==> config.mk <==
export PLATFORM = sky130hd
export DESIGN_NAME = control_sequencer
export DESIGN_NICKNAME = d
export VERILOG_FILES = /design/src/rtl/control_sequencer.sv
export SDC_FILE = /design/constraint.sdc
export NUM_CORES = 1
export LEC_CHECK = 0
export BUFFER_PORTS_ARGS = -buffer_cell sky130_fd_sc_hd__buf_2
export CORE_MARGIN = 2
export CORE_UTILIZATION = 45
export CTS_CLUSTER_DIAMETER = 60
export DETAILED_ROUTE_END_ITERATION = 12
export PLACE_DENSITY = 0.72
export SLEW_MARGIN = 20
export SYNTH_ARGS = -nofsm -noshare
export SYNTH_HDL_FRONTEND = slang
export SYNTH_SLANG_ARGS = --single-unit
==> constraint.sdc <==
create_clock -name clk -period 1.9 [get_ports clk]
set_input_delay 0.095 -clock clk [delete_from_list [all_inputs] [get_ports clk]]
set_output_delay 0.095 -clock clk [all_outputs]
set_load 0.01 [all_outputs]
==> src/rtl/control_sequencer.sv <==
// -----------------------------------------------------------------------------
// control_sequencer
//
// Five-phase instruction sequencer for a small 16-bit datapath. It fetches
// (P1), reads operands (P2), executes (P3), accesses memory (P4) and writes
// back (P5), then loops to P1, returns to IDLE, or parks in HALT.
//
// Instruction classes decoded from instruction[15:14]:
//   11 ALU class, alu_op = instruction[7:4]
//        0000 ADD  0001 SUB  0010 AND  0011 OR   0100 XOR  0101 CMP
//        0110 MOV  10xx shifts        1100 IN   1101 OUT  1111 HLT
//        0111 / 1110 unassigned (no datapath activity)
//   00 LD, 01 ST
//   10 with [13:11] = 000 LI, 100 B, 111 conditional branch ([10:8] = cond)
//
// Parameters
//   TIMEOUT_W      width of the memory-wait counter; limit = 2^TIMEOUT_W-1
//   MEM_HANDSHAKE  1: wait for mem_ack, 0: every transfer completes at once
//   STEP_EN        1: step starts a single-instruction run, 0: step ignored
//
// Ports
//   clk, rst               clock, asynchronous active-high reset
//   exec, step             run/stop request, single-instruction request
//   instruction            current IR contents
//   alu_s/z/c/v            ALU flag results, captured on flag_e
//   mem_ack                memory transfer complete (P1/P4 only)
//   phase                  0 idle, 1..5 = P1..P5, 6 halted
//   *_e, genr_w, mem_w     datapath enables (combinational from state)
//   m1_s..m8_s             datapath mux selects
//   alu_instruction        6-bit ALU control code
//   running, halted        status decoded from phase
//   bus_err                sticky memory-timeout flag
// -----------------------------------------------------------------------------
module control_sequencer #(
  parameter int TIMEOUT_W     = 8,
  parameter bit MEM_HANDSHAKE = 1'b1,
  parameter bit STEP_EN       = 1'b1
) (
  input  logic        clk,
  input  logic        rst,
  input  logic        exec,
  input  logic        step,
  input  logic [15:0] instruction,
  input  logic        alu_s,
  input  logic        alu_z,
  input  logic        alu_c,
  input  logic        alu_v,
  input  logic        mem_ack,
  output logic [2:0]  phase,
  output logic        ir_e,
  output logic        pc_e,
  output logic        ar_e,
  output logic        br_e,
  output logic        dr_e,
  output logic        mdr_e,
  output logic        flag_e,
  output logic        genr_w,
  output logic        mem_e,
  output logic        mem_w,
  output logic        m1_s,
  output logic        m2_s,
  output logic        m3_s,
  output logic        m4_s,
  output logic        m5_s,
  output logic        m6_s,
  output logic        m7_s,
  output logic        m8_s,
  output logic [5:0]  alu_instruction,
  output logic        running,
  output logic        halted,
  output logic        bus_err
);

  typedef enum logic [2:0] {
    S_IDLE = 3'd0,
    S_P1   = 3'd1,
    S_P2   = 3'd2,
    S_P3   = 3'd3,
    S_P4   = 3'd4,
    S_P5   = 3'd5,
    S_HALT = 3'd6
  } state_t;

  // Last counter value that may still wait; one more miss is the timeout.
  localparam logic [TIMEOUT_W-1:0] WAIT_LAST = {{(TIMEOUT_W-1){1'b1}}, 1'b0};

  state_t               state_r, state_n;
  logic [3:0]           flags_r, flags_n;   // {S, Z, C, V}
  logic                 stop_r, stop_n;
  logic                 one_r, one_n;
  logic                 taken_r, taken_n;
  logic                 bus_err_r, bus_err_n;
  logic [TIMEOUT_W-1:0] wait_cnt_r, wait_cnt_n;

  logic [1:0] op_s;
  logic [3:0] alu_op_s;
  logic       is_alu_s, is_ld_s, is_st_s, is_li_s, is_b_s, is_bc_s, is_branch_s;
  logic       is_two_s, is_wr_alu_s, is_mov_s, is_shift_s, is_in_s, is_out_s;
  logic       is_hlt_s, is_mem_s;
  logic       ack_s, take_s;
  logic       unused_s;

  // With the handshake disabled every transfer completes in its first cycle.
  assign ack_s = (MEM_HANDSHAKE != 1'b0) ? mem_ack : 1'b1;

  // Operand register fields and the carry flag are not used by the sequencer.
  assign unused_s = ^{instruction[3:0], flags_r[1]};

  // Instruction class decode.
  always_comb begin
    op_s        = instruction[15:14];
    alu_op_s    = instruction[7:4];
    is_alu_s    = (op_s == 2'b11);
    is_ld_s     = (op_s == 2'b00);
    is_st_s     = (op_s == 2'b01);
    is_li_s     = (op_s == 2'b10) && (instruction[13:11] == 3'b000);
    is_b_s      = (op_s == 2'b10) && (instruction[13:11] == 3'b100);
    is_bc_s     = (op_s == 2'b10) && (instruction[13:11] == 3'b111);
    is_branch_s = is_b_s || is_bc_s;
    is_mem_s    = is_ld_s || is_st_s;
    // ADD..CMP read two registers and update flags.
    is_two_s    = is_alu_s && (alu_op_s <= 4'b0101);
    // ADD..XOR produce a result into DR.
    is_wr_alu_s = is_alu_s && (alu_op_s <= 4'b0100);
    is_mov_s    = is_alu_s && (alu_op_s == 4'b0110);
    is_shift_s  = is_alu_s && (alu_op_s[3:2] == 2'b10);
    is_in_s     = is_alu_s && (alu_op_s == 4'b1100);
    is_out_s    = is_alu_s && (alu_op_s == 4'b1101);
    is_hlt_s    = is_alu_s && (alu_op_s == 4'b1111);
  end

  // ALU control code: ALU class carries its function field, others pass the top bits.
  always_comb begin
    if (is_alu_s) begin
      alu_instruction = {op_s, alu_op_s};
    end else begin
      alu_instruction = instruction[15:10];
    end
  end

  // Branch condition from the registered flags (before any update this cycle).
  always_comb begin
    take_s = 1'b0;
    if (is_b_s) begin
      take_s = 1'b1;
    end else if (is_bc_s) begin
      case (instruction[10:8])
        3'b000:  take_s = flags_r[2];                             // BE
        3'b001:  take_s = flags_r[3] ^ flags_r[0];                // BLT
        3'b010:  take_s = flags_r[2] | (flags_r[3] ^ flags_r[0]); // BLE
        3'b011:  take_s = ~flags_r[2];                            // BNE
        default: take_s = 1'b0;
      endcase
    end else begin
      take_s = 1'b0;
    end
  end

  // State register and sequencer bookkeeping.
  always_ff @(posedge clk or posedge rst) begin
    if (rst) begin
      state_r    <= S_IDLE;
      flags_r    <= 4'b0000;
      stop_r     <= 1'b0;
      one_r      <= 1'b0;
      taken_r    <= 1'b0;
      bus_err_r  <= 1'b0;
      wait_cnt_r <= '0;
    end else begin
      state_r    <= state_n;
      flags_r    <= flags_n;
      stop_r     <= stop_n;
      one_r      <= one_n;
      taken_r    <= taken_n;
      bus_err_r  <= bus_err_n;
      wait_cnt_r <= wait_cnt_n;
    end
  end

  // Next-state logic.
  always_comb begin
    state_n    = state_r;
    flags_n    = flags_r;
    stop_n     = stop_r;
    one_n      = one_r;
    taken_n    = taken_r;
    bus_err_n  = bus_err_r;
    wait_cnt_n = wait_cnt_r;

    if (running && exec) begin
      stop_n = 1'b1;
    end else begin
      stop_n = stop_r;
    end

    case (state_r)
      S_IDLE: begin
        // exec wins over step, so both together start a free run.
        if (exec) begin
          state_n    = S_P1;
          stop_n     = 1'b0;
          one_n      = 1'b0;
          wait_cnt_n = '0;
        end else if ((STEP_EN != 1'b0) && step) begin
          state_n    = S_P1;
          stop_n     = 1'b0;
          one_n      = 1'b1;
          wait_cnt_n = '0;
        end else begin
          state_n = S_IDLE;
        end
      end
      S_P1: begin
        if (ack_s) begin
          state_n = S_P2;
        end else if (wait_cnt_r == WAIT_LAST) begin
          state_n   = S_HALT;
          bus_err_n = 1'b1;
        end else begin
          wait_cnt_n = wait_cnt_r + {{(TIMEOUT_W-1){1'b0}}, 1'b1};
        end
      end
      S_P2: begin
        state_n = S_P3;
      end
      S_P3: begin
        taken_n    = is_branch_s && take_s;
        wait_cnt_n = '0;
        if (flag_e) begin
          flags_n = {alu_s, alu_z, alu_c, alu_v};
        end else begin
          flags_n = flags_r;
        end
        if (is_hlt_s) begin
          state_n = S_HALT;
        end else begin
          state_n = S_P4;
        end
      end
      S_P4: begin
        if (!is_mem_s || ack_s) begin
          state_n = S_P5;
        end else if (wait_cnt_r == WAIT_LAST) begin
          state_n   = S_HALT;
          bus_err_n = 1'b1;
        end else begin
          wait_cnt_n = wait_cnt_r + {{(TIMEOUT_W-1){1'b0}}, 1'b1};
        end
      end
      S_P5: begin
        // An exec seen in P5 counts as a stop request for this boundary.
        if (stop_r || exec || one_r) begin
          state_n = S_IDLE;
          stop_n  = 1'b0;
          one_n   = 1'b0;
        end else begin
          state_n    = S_P1;
          wait_cnt_n = '0;
        end
      end
      S_HALT: begin
        // A timed-out bus can only be recovered by reset.
        if (exec && !bus_err_r) begin
          state_n    = S_P1;
          stop_n     = 1'b0;
          one_n      = 1'b0;
          wait_cnt_n = '0;
        end else begin
          state_n = S_HALT;
        end
      end
      default: begin
        state_n = S_IDLE;
      end
    endcase
  end

  // Datapath enables and selects for the current phase; anything unlisted stays 0.
  always_comb begin
    ir_e   = 1'b0;
    pc_e   = 1'b0;
    ar_e   = 1'b0;
    br_e   = 1'b0;
    dr_e   = 1'b0;
    mdr_e  = 1'b0;
    flag_e = 1'b0;
    genr_w = 1'b0;
    mem_e  = 1'b0;
    mem_w  = 1'b0;
    m1_s   = 1'b0;
    m2_s   = 1'b0;
    m3_s   = 1'b0;
    m4_s   = 1'b0;
    m5_s   = 1'b0;
    m6_s   = 1'b0;
    m7_s   = 1'b0;
    m8_s   = 1'b0;

    case (state_r)
      S_P1: begin
        mem_e = 1'b1;
        m1_s  = 1'b1;
        ir_e  = ack_s;
        pc_e  = ack_s;
      end
      S_P2: begin
        ar_e = is_two_s || is_out_s || is_st_s;
        br_e = is_two_s || is_shift_s || is_mem_s;
      end
      S_P3: begin
        dr_e   = is_wr_alu_s || is_shift_s || is_mem_s || is_branch_s;
        m2_s   = is_shift_s || is_mem_s || is_branch_s;
        flag_e = is_two_s || is_shift_s;
      end
      S_P4: begin
        mem_e = is_mem_s;
        mem_w = is_st_s;
        m6_s  = is_st_s;
        mdr_e = is_ld_s && ack_s;
      end
      S_P5: begin
        genr_w = is_wr_alu_s || is_mov_s || is_shift_s || is_in_s || is_ld_s || is_li_s;
        m5_s   = is_wr_alu_s || is_mov_s || is_shift_s || is_in_s || is_li_s;
        m8_s   = is_li_s;
        m4_s   = is_in_s;
        m7_s   = is_in_s;
        pc_e   = taken_r;
        m3_s   = taken_r;
      end
      default: begin
        ir_e = 1'b0;
      end
    endcase
  end

  // Status outputs decoded from the registered state.
  always_comb begin
    phase   = state_r;
    running = (state_r >= S_P1) && (state_r <= S_P5);
    halted  = (state_r == S_HALT);
    bus_err = bus_err_r;
  end

endmodule

After elaboration in Yosys (flattened, before gate mapping). Index checks and enable logic that the tools add are counted.

Register bits: 19. Bits of input ports: 25. Word-level logic and storage cells: 141. Output and inout port bits: 30.

Add/sub/neg operators: 1. Bitwise operators: 3. Multiplexer cells: 52. Magnitude comparators: 4. Reduce and logical (&&, ||, !) cells: 48. Eq/ne operators: 26.

Operators by type and width (number): two-way mux 8 bit (7); case mux 8 bit (6 select lines) (1); two-way mux 1 bit (31); case mux 3 bit (7 select lines) (1); logical OR 1 bit (20); equality test 3 bit, second input constant (5); logical AND 1 bit (15); equality test 3 x 2 -> 1 bit, second input constant (4); equality test 4 bit, second input constant (3); two-way mux 3 bit (4); logical NOT 3 bit (3); adder 8 x 1 -> 8 bit, second input constant (1); equality test 8 bit, second input constant (1); less-or-equal comparator 4 x 3 -> 1 bit, second input constant (2); != test 2 bit, second input constant (4); equality test 2 bit, second input constant (3); equality test 3 x 1 -> 1 bit, second input constant (2); case mux 1 bit (2 select lines) (3); case mux 1 bit (3 select lines) (2); AND reduction 6 bit (1); nonzero test 6 bit (1); equality test 4 x 3 -> 1 bit, second input constant (1); two-way mux 4 bit (1); case mux 1 bit (4 select lines) (1); other kinds (16) (17).

Longest topological paths before layout. Gate-level depths: netlist of run 1.

Depth in word-level cells: 8. Depth in mapped cells: 7. Gate-level depth less buffers: 7.

Least setup slack after synthesis of run 1. Ideal clock, no wire load.

Path kind: register -> register. Start point: register wait_cnt_r[0]. End point: register state_r[0] (netlist: phase[0]). Stages on the path, launching flop included: 8. Buffers on the path: 0. Path slack: 283 ps. Library setup time: 127 ps. Required time: 1773 ps. Period minus slack after synthesis: 1617 ps. Arrival time: 1491 ps. Path through: dfrtp_1 > inv_1 > ha_1 > nand2_1 > nor3_4 > o32a_1 > nor2_1 > a311o_2.

Longest elaborated chain between the ends: 4. Elaborated cells between the ends (all ways): 5. Those cells by class: eq/ne: 1; mux: 4.

Ends and longest elaborated chain: start, declared (line 93) `logic [TIMEOUT_W-1:0] wait_cnt_r, wait_cnt_n;`; start signal, assigned (line 176) `wait_cnt_r <= wait_cnt_n;`; equality test 8 bit * (line 216, 243); two-way mux 3 bit *; two-way mux 3 bit, on equally long branches; case mux 3 bit (7 select lines) *; net state_n[0] (line 87) `state_t state_r, state_n;`; end signal, assigned (line 170) `state_r <= state_n;`; end, declared (line 87).

Mark *: on every way through the listed nets, which the timed path passes. The rest lies on a longest branch. A chain may end at the register's enable or synchronous reset.

Final worst setup path of run 1.
Start point: register state_r[2] (netlist: phase[2]). End point: register wait_cnt_r[1].

Longest elaborated chain between the ends: 3. Elaborated cells between the ends (all ways): 14. Those cells by class: eq/ne: 10; mux: 1; reduce/logical: 3.

Ends and longest elaborated chain: equality test 3 bit, or another cell as far along (line 196) `case (state_r)`; nonzero test 6 bit (no line), or another cell as far along; AND reduction 6 bit (no line).

Several ways; a longest one is shown, not always the timed one.

==> impl_metrics.ini, run 1 <==
[worst_setup_path]
critPathArrivalTime_ns = 2.00
cpLargestDelayFamily = simple AND/OR/NAND/NOR gates
r2r_start = phase[2]
cp-start-kind = flop
cpPeakStageDelay_ns = 0.43
startpoint = phase[2]
crit_chain = clkbuf_2 -> nor4b_4 -> a2bb2oi_2 -> o21ai_2 -> or3_1 -> o22ai_1
critPathMaxFanout = 13
cp_slowest_cell = dfrtp_2
cp-end-kind = flop
path_class = reg -> reg
crit_required_ns = 2.12
path_buf_inv = 1

[final_layout]
antenna-diode-count = 0
layout-drive-gt1-share = 0.366
final_cells = 279
post-route-util = 0.593
final_nets = 263
fin_area_sq_um = 1840
area_delta_synth_final_pct = 23.5

[cts]
path_clk_slew_ns = 0.10
cts_tree = built
cts.sinks = 18
insertion_delay_ns = 0.29
root_buffer = clkbuf_4
cts_buffers = 3
h-tree-depth = 1
clock_path_buffers = 2

[power]
power.switching_mw = 0.896
cellPowerDensity_nw_per_um2 = 1120
power_frac_seq = 0.300
ir_worst_vdd_mv = 0.673
p_comb_frac = 0.589
pwr-share-clk = 0.111
switching_share = 0.434
power.internal_mw = 1.17
leakagePower_nw = 0.923

[synthesis]
ys_ff_latch = 18
ys_types = 53
synth-edff-count = 0
synthCells = 184
synth_nets = 211
yosys-top-cells-area = dfrtp_1 (30%), nand2_1 (5.0%), a21oi_1 (4.7%)
yosysTopAreaCellShare = 0.302
synth_top_area_cell = dfrtp_1
synthArstFlopShare = 1.00
avgSynthCellArea_sq_um = 8.10
yosysWarnings = 0
synthFlopType = dfrtp_1
synth_area_sq_um = 1490
yosysSeqAreaShare = 0.302

[global_routing]
grt.total_usage = 0.198
grt_use_met1 = 0.261
use_met2 = 0.328
met3_usage = 0.0189
grt_max_degree = 19
overflow = 0
antenna_found_initial = 0
grt_pass1_vias = 1269
grt_pass1_wl_mm = 5.56
busiest_layer = met2

[placement]
port_buffers = 49
dp.final_hpwl_mm = 2.72
place_area_sq_um = 1760
place_inst = 270
gp_congestion = 0.820
dp_slack_ns = 0.103

[routing]
drt_pass1_iterations = 4
vias = 1550
remaining_drc_errors = 0
finalWirelength_mm = 3.53
ant_nets = 0
viasPerCell = 5.56
drt_iter0_markers = 83
wire_per_inst_microns = 12.7

[timing]
fmax_mhz = 561
fin_crit_ns = 1.78
finalHoldViolCount = 0
hold_ws_ns = 0.0332
setup_viol = 0
worstMarginPinSlew_ns = 0.649
slew_headroom = 0.567
fin_worst_skew_ns = 0.000913
finalCritPeriodShare = 0.938
slew_viol_final = 0
final.setup.worst_slack_ns = 0.118

[flow_run]
cap_violations = 0

[run_status]
status = completed

[floorplanning]
die_y_microns = 61.5
ioPinCount = 55
design.core.area_sq_um = 3100
start_util = 0.480
fp-row-count = 20
die_w_microns = 61.5
die_area_sq_um = 3790

[worst_hold_path]
min_from = alu_z
hp-class = in -> reg
[worst register-to-register path, delay by kind of cell, from the launching register on]
kind,cells,cell delay [ns]
AND/OR/NAND/NOR,2,0.63
AO/OA/AOI/OAI,3,0.48
flip-flops,1,0.43
buffers and inverters,1,0.17
[state kept, by name (all words and copies together), names as in the netlist]
| signal | count |
|---|---|
| flags_r | 3 |
| stop_r | 1 |
| bus_err | 1 |
| taken_r | 1 |
| wait_cnt_r | 8 |
| phase | 3 |
| one_r | 1 |
[per-stage QoR]
stage	total power [mW]	TNS (ns)
2_1_floorplan	1.48	0
3_3_place_gp	1.76	0
3_5_place_dp	1.77	0
4_1_cts	2.02	0
5_1_grt	2.25	-0.00402
6_report	2.06	0
[synthesized netlist by cell type, types with 2 or more instances]
library cell,instances
and3_1,2
o211ai_1,2
o21ai_0,7
o22ai_1,3
mux2_2,6
nand2_1,20
or2_2,4
nor3_1,5
ha_1,2
and2_1,3
nor2_1,18
and4b_1,2
buf_2,2
nand3b_1,3
o21ai_1,2
buf_4,5
a21o_1,3
inv_1,10
o31a_1,2
o221ai_1,2
dfrtp_1,18
a21oi_1,14
o41ai_1,2
or3_1,3
nand3_1,8
o22a_1,3
o21bai_1,2
nand2b_1,2
clkbuf_1,5
[layout make-up]
cell class	count	area (sq um)
fill	315	1260
clock buffer	4	36.3
tap	44	55.1
inverter	11	41.3
timing repair buffer	60	328
sequential	18	454
multi-input combinational	142	926
[path summary, 6_finish.rpt]
kind | cells past startpoint | to | slack, ns
max | 6 | wait_cnt_r[1] | 0.12
min | 2 | flags_r[2] | 0.03
max reg2reg | 6 | wait_cnt_r[1] | 0.12
min reg2reg | 1 | bus_err | 0.50
max in group asynchronous | 3 | phase[2] | 1.01
min in group asynchronous | 3 | wait_cnt_r[7] | 0.43
[per-layer routing]
metal | part of all wire | up-vias
li1 | - | 770
met1 | 0.45 | 724
met2 | 0.48 | 51
met3 | 0.053 | 5
met4 | 0.015 | 0
met5 | 0 | -
[cell usage in the layout, fill, tap and decap left out, types with 2 or more instances in the layout]
master and n:
nand3_1 8, nor3_1 5, o21ai_0 7, nand3b_1 3, o21ai_1 2, a21oi_1 14
nor2_1 18, inv_1 10, o22ai_1 3, ha_1 2, buf_4 9, clkbuf_4 3
or3_1 3, nand2_1 20, o22a_1 3, or2_2 4, o31a_1 2, buf_2 49
o221ai_1 2, o41ai_1 2, and4b_1 2, nand2b_1 2, o211ai_1 2, a21o_1 3
o21bai_1 2, dfrtp_1 15, dfrtp_2 3, and2_1 3, mux2_2 6
[cell families (layout without fill, tap and decap cells)]
kind of cell	Yosys count	count (layout)	synth area share
adders and majority gates	2	2	0.0168
buffers and inverters	24	75	0.0798
xor gates and xnor gates	1	1	0.00588
DFF	18	18	0.302
AOI/OAI and AO/OA	54	54	0.259
muxes	7	7	0.0521
and+or+nand+nor	78	78	0.285
[repair_timing]
| item | in CTS | in global routing |
|---|---|---|
| endpoints found under the hold margin | 18 | 0 |
| buffers inserted | 0 | 4 |
| hold buffers | 1 | 0 |
| endpoints found under the setup margin | 1 | 7 |
| resized for setup | 1 | 3 |
[power groups by stage]
stage | clock (mW) | sequential (mW) | combinational [mW]
after floorplan | 0 | 0.583 | 0.897
after global placement | 0 | 0.631 | 1.13
after detailed placement | 0 | 0.634 | 1.14
after CTS | 0.240 | 0.627 | 1.15
after global routing | 0.255 | 0.638 | 1.36
final | 0.229 | 0.620 | 1.21
No activity file was read; power rests on OpenSTA's default activity.
==> run 2: changes to the inputs <==
--- a/config.mk
+++ b/config.mk
@@ -5,7 +5,7 @@
 export SDC_FILE = /design/constraint.sdc
 export NUM_CORES = 1
 export LEC_CHECK = 0
-export BUFFER_PORTS_ARGS = -buffer_cell sky130_fd_sc_hd__buf_2
+export BUFFER_PORTS_ARGS = -buffer_cell sky130_fd_sc_hd__clkbuf_2
 export CORE_MARGIN = 2
 export CORE_UTILIZATION = 45
 export CTS_CLUSTER_DIAMETER = 60
==> impl_metrics.ini, run 2 (synthesized netlist as in run 1, its figures left out) <==
[worst_setup_path]
path_class = reg -> out
cpLargestDelayFamily = simple AND/OR/NAND/NOR gates
crit_required_ns = 1.80
critPathArrivalTime_ns = 1.72
cp_slowest_cell = dfrtp_2
cp-start-kind = flop
crit_chain = buf_4 -> and3_1 -> and2_1 -> or2_2 -> clkbuf_2
critPathMaxFanout = 7
cpPeakStageDelay_ns = 0.47
path_buf_inv = 2
cp-end-kind = output pin

[final_layout]
fin_area_sq_um = 1880
area_delta_synth_final_pct = 26.2
final_common_cell = clkbuf_2
post-route-util = 0.606
final_nets = 267
final_cell_mix = clkbuf_2 (50), nand2_1 (20), nor2_1 (18), dfrtp_1 (15), a21oi_1 (14)
regMostFlops = wait_cnt_r
antenna-diode-count = 0
largest_reg_flops = 8
final_cells = 283
layout-drive-gt1-share = 0.381

[placement]
place_inst = 271
gp_congestion = 0.820
place_area_sq_um = 1770
dp.final_hpwl_mm = 2.80
port_buffers = 49
dp_slack_ns = 0.127

[worst_hold_path]
hp-class = in -> reg

[floorplanning]
ioPinCount = 55
fp-row-count = 20
die_y_microns = 61.5
die_w_microns = 61.5
design.core.area_sq_um = 3100
die_area_sq_um = 3790
start_util = 0.480

[cts]
path_clk_slew_ns = 0.10
clock_path_buffers = 2
cts_tree = built
root_buffer = clkbuf_4
cts_buffers = 3
h-tree-depth = 1
cts.sinks = 18
insertion_delay_ns = 0.30

[timing]
slew_viol_final = 0
final.setup.worst_slack_ns = 0.0826
slew_headroom = 0.558
worstMarginPinSlew_ns = 0.663
fin_crit_ns = 1.82
fin_worst_skew_ns = 0.00617
finalCritPeriodShare = 0.957
fmax_mhz = 550
fin_tns_setup_ns = 0
hold_ws_ns = 0.0319
setup_viol = 0
finalHoldViolCount = 0
rsz0062_at_grt = true

[routing]
finalWirelength_mm = 3.70
remaining_drc_errors = 0
viasPerCell = 5.41
drt_pass1_iterations = 4
ant_nets = 0
drt_iter0_markers = 97
vias = 1530
wire_per_inst_microns = 13.1

[run_status]
status = completed

[global_routing]
grt_pass1_vias = 1309
overflow = 0
grt_pass1_wl_mm = 5.64
antenna_found_initial = 0
grt_max_degree = 19
grt.total_usage = 0.200

[flow_run]
cap_violations = 0

[power]
power_mw = 2.14
leakagePower_nw = 0.937
cellPowerDensity_nw_per_um2 = 1140
ir_worst_vdd_mv = 0.557
==> run 2: cell types whose count changed in the layout (fill, tap and decap cells not counted), sizes merged <==
cell	before	now
buf	58	13
clkbuf	5	54
==> run 2: worst paths after layout <==
| check | startpoint | endpoint | slack [ns] | cells past startpoint |
|---|---|---|---|---|
| max in group asynchronous | rst | phase[1] | 1.02 | 3 |
| min in group asynchronous | rst | wait_cnt_r[2] | 0.41 | 3 |
| min | alu_v | flags_r[0] | 0.03 | 2 |
| max reg2reg | phase[2] | wait_cnt_r[1] | 0.14 | 6 |
| min reg2reg | bus_err | bus_err | 0.51 | 1 |
| max | phase[2] | pc_e | 0.08 | 5 |
==> run 2: cell type report <==
| type | count | area (sq um) |
|---|---|---|
| fillers | 326 | 1220 |
| multi-input cells | 142 | 936 |
| flip-flops and latches | 18 | 454 |
| repair buffers | 64 | 358 |
| well taps | 44 | 55.1 |
| inverters | 11 | 41.3 |
| clock buffers | 4 | 36.3 |
==> run 2: routing by layer <==
metal	share of wire	GRT usage	wire length, microns
met1	0.45	0.247	1680
met2	0.48	0.364	1800
met3	0.050	0.0189	184
met4	0.012	0.0638	44
met5	0	0	0
==> run 2: report_power, final <==
part	internal, mW	switching [mW]
logic	0.599	0.702
registers	0.497	0.110
clock network	0.117	0.117
==> run 2: timing repair <==
item	4_1_cts	5_1_grt
resized for setup	2	4
setup endpoints to repair	1	2
endpoints found under the hold margin	18	0
hold buffers	1	0
pin swaps	0	1
setup buffers	0	7
==> run 3: changes to the inputs <==
--- a/config.mk
+++ b/config.mk
@@ -5,12 +5,13 @@
 export SDC_FILE = /design/constraint.sdc
 export NUM_CORES = 1
 export LEC_CHECK = 0
+export ABC_AREA = 1
 export BUFFER_PORTS_ARGS = -buffer_cell sky130_fd_sc_hd__clkbuf_2
 export CORE_MARGIN = 2
 export CORE_UTILIZATION = 45
 export CTS_CLUSTER_DIAMETER = 60
 export DETAILED_ROUTE_END_ITERATION = 12
-export PLACE_DENSITY = 0.72
+export PLACE_DENSITY = 0.71
 export SLEW_MARGIN = 20
 export SYNTH_ARGS = -nofsm -noshare
 export SYNTH_HDL_FRONTEND = slang
==> impl_metrics.ini, run 3 <==
[synthesis]
synth_nets = 279
synthAdderAreaFrac = 0.0160
avgSynthCellArea_sq_um = 6.21
synth_area_sq_um = 1570
synth-xor-area-share = 0.00560
synthMuxAreaShare = 0
yosysSeqAreaShare = 0.288
ys_types = 28
synth-edff-count = 0
yosysMostFrequentCell = nand2_1
yosysTopAreaCellShare = 0.288
synthArstFlopShare = 1.00
yosysWarnings = 0
yosys-top-cells-count = nand2_1 (68), inv_1 (38), nor2_1 (36)
synthCells = 252
yosys-top-cells-area = dfrtp_1 (29%), nand2_1 (16%), inv_1 (9.1%)
synth_top_family_by_area = simple AND/OR/NAND/NOR gates
synthFlopType = dfrtp_1
synth_compound_area_frac = 0.113
ys_ff_latch = 18
synth_simple_gate_area_frac = 0.448
synth_top_area_cell = dfrtp_1

[run_status]
status = completed

[cts]
cts_buffers = 3
clock_path_buffers = 2
path_clk_slew_ns = 0.10
cts.sinks = 18
root_buffer = clkbuf_4
insertion_delay_ns = 0.29
cts_setup_buffers = 0
h-tree-depth = 1
cts_tree = built

[global_routing]
grt.total_usage = 0.208
overflow = 0
grt_pass1_vias = 1597
antenna_found_initial = 0
grt_max_degree = 19
grt_pass1_wl_mm = 6.80

[routing]
remaining_drc_errors = 0
drt_pass1_iterations = 6
drt_iter0_markers = 72
wire_per_inst_microns = 10.7
vias = 1726
ant_nets = 0
viasPerCell = 4.95
finalWirelength_mm = 3.73

[timing]
fin_worst_skew_ns = 0.00134
fmax_mhz = 576
finalCritPeriodShare = 0.914
fin_tns_setup_ns = 0
finalHoldViolCount = 0
worstMarginPinSlew_ns = 0.697
slew_headroom = 0.535
slew_viol_final = 0
setup_viol = 0
fin_crit_ns = 1.74
rsz0062_at_grt = false

[final_layout]
final_common_cell = nand2_1
antenna-diode-count = 0
regMostFlops = wait_cnt_r
largest_reg_flops = 8
final_nets = 332
final_cells = 349
layout-drive-gt1-share = 0.254
final_cell_mix = nand2_1 (68), clkbuf_2 (49), inv_1 (38), nor2_1 (36), nand3_1 (22)
area_delta_synth_final_pct = 20.5

[worst_setup_path]
worst_path_most_repeated_cell = inv_1
reg2reg_depth = 9
critPathMaxFanout = 8
cp_slowest_cell = dfrtp_1
cpLargestDelayFamily = flip-flops
cp.depth = 5
path_class = reg -> out
path_buf_inv = 3
cp-end-kind = output pin
cpPeakStageDelay_ns = 0.53
crit_required_ns = 1.80
cp-start-kind = flop
crit_chain = nand3_1 -> inv_1 -> nand2_1 -> inv_1 -> clkbuf_2
critPathArrivalTime_ns = 1.64

[floorplanning]
design.core.area_sq_um = 3340
fp-row-count = 21
die_y_microns = 63.0
die_area_sq_um = 3970
die_w_microns = 63.0
start_util = 0.469
ioPinCount = 55

[power]
cellPowerDensity_nw_per_um2 = 1020
ir_worst_vdd_mv = 0.400
leakagePower_nw = 1.12

[placement]
port_buffers = 49
dp.final_hpwl_mm = 2.87
place_inst = 344
gp_congestion = 0.837

[flow_run]
cap_violations = 0

[worst_hold_path]
hp-class = in -> reg
worstHoldPathCells = 3
[run 3: changes by cell type after synthesis, sizes merged, moves of 4 or more]
cell    before  now
a21o         4    0
a21oi       14    4
clkbuf       5    0
inv         11   43
mux2         6    0
nand2       20   75
nand3        9   24
nand4        1    5
nor2        18   42
o21ai       10   21
or2          4    0
[run 3: routing by layer]
metal  vias up  GRT usage  wire length (microns)
met5         -          0                      0
met4         0     0.0528                     17
met3         2     0.0306                    184
met2        46      0.338                   1750
met1       779      0.289                   1790
li1        899          -                      -
[run 3: cell families after synthesis]
kind of cell | Yosys count
and+or+nand+nor | 152
buffers and inverters | 48
AOI/OAI and AO/OA | 31
DFF | 18
adders and majority gates | 2
xor gates and xnor gates | 1
[run 3: worst paths after layout]
kind,startpoint,endpoint,slack (ns)
max,phase[1],flag_e,0.16
max reg2reg,phase[1],wait_cnt_r[0],0.32
min,alu_s,flags_r[3],0.005
max in group asynchronous,rst,phase[0],0.99
min in group asynchronous,rst,flags_r[2],0.43
min reg2reg,one_r,one_r,0.54
[run 3: tightest hold or removal path, stage by stage]
cell and delay (ns):
clkbuf_2 0.07, nand2_1 0.04, o21ai_0 0.06
[run 3: area by class of cell]
class | count | area [sq um]
well taps | 46 | 57.6
flip-flops and latches | 18 | 452
fillers | 363 | 1450
repair buffers | 53 | 280
multi-input cells | 186 | 912
clock buffers | 3 | 22.5
inverters | 43 | 161
[run 3: power by group]
part,internal (mW),switching (mW)
registers,0.492,0.132
clock network,0.0737,0.115
logic,0.393,0.718
total,0.958,0.965
[run 3: per-stage QoR]
step	hold slack (ns)	setup slack, ns	power, mW	cell area, sq um	utilization
2_1_floorplan	0.0336	0.500	1.41	1570	-
3_3_place_gp	0.219	0.277	1.72	1840	0.552
3_5_place_dp	0.226	0.270	1.73	1840	0.552
4_1_cts	0.000326	0.0623	1.93	1880	0.565
5_1_grt	0.0122	0.0378	2.13	1890	0.565
6_report	0.00543	0.164	1.92	1890	0.565
[run 3: timing repair]
| item | CTS | global route |
|---|---|---|
| endpoints found under the hold margin | 19 | 0 |
| hold buffers | 2 | 0 |
| resized for setup | 0 | 1 |
| endpoints found under the setup margin | 0 | 1 |
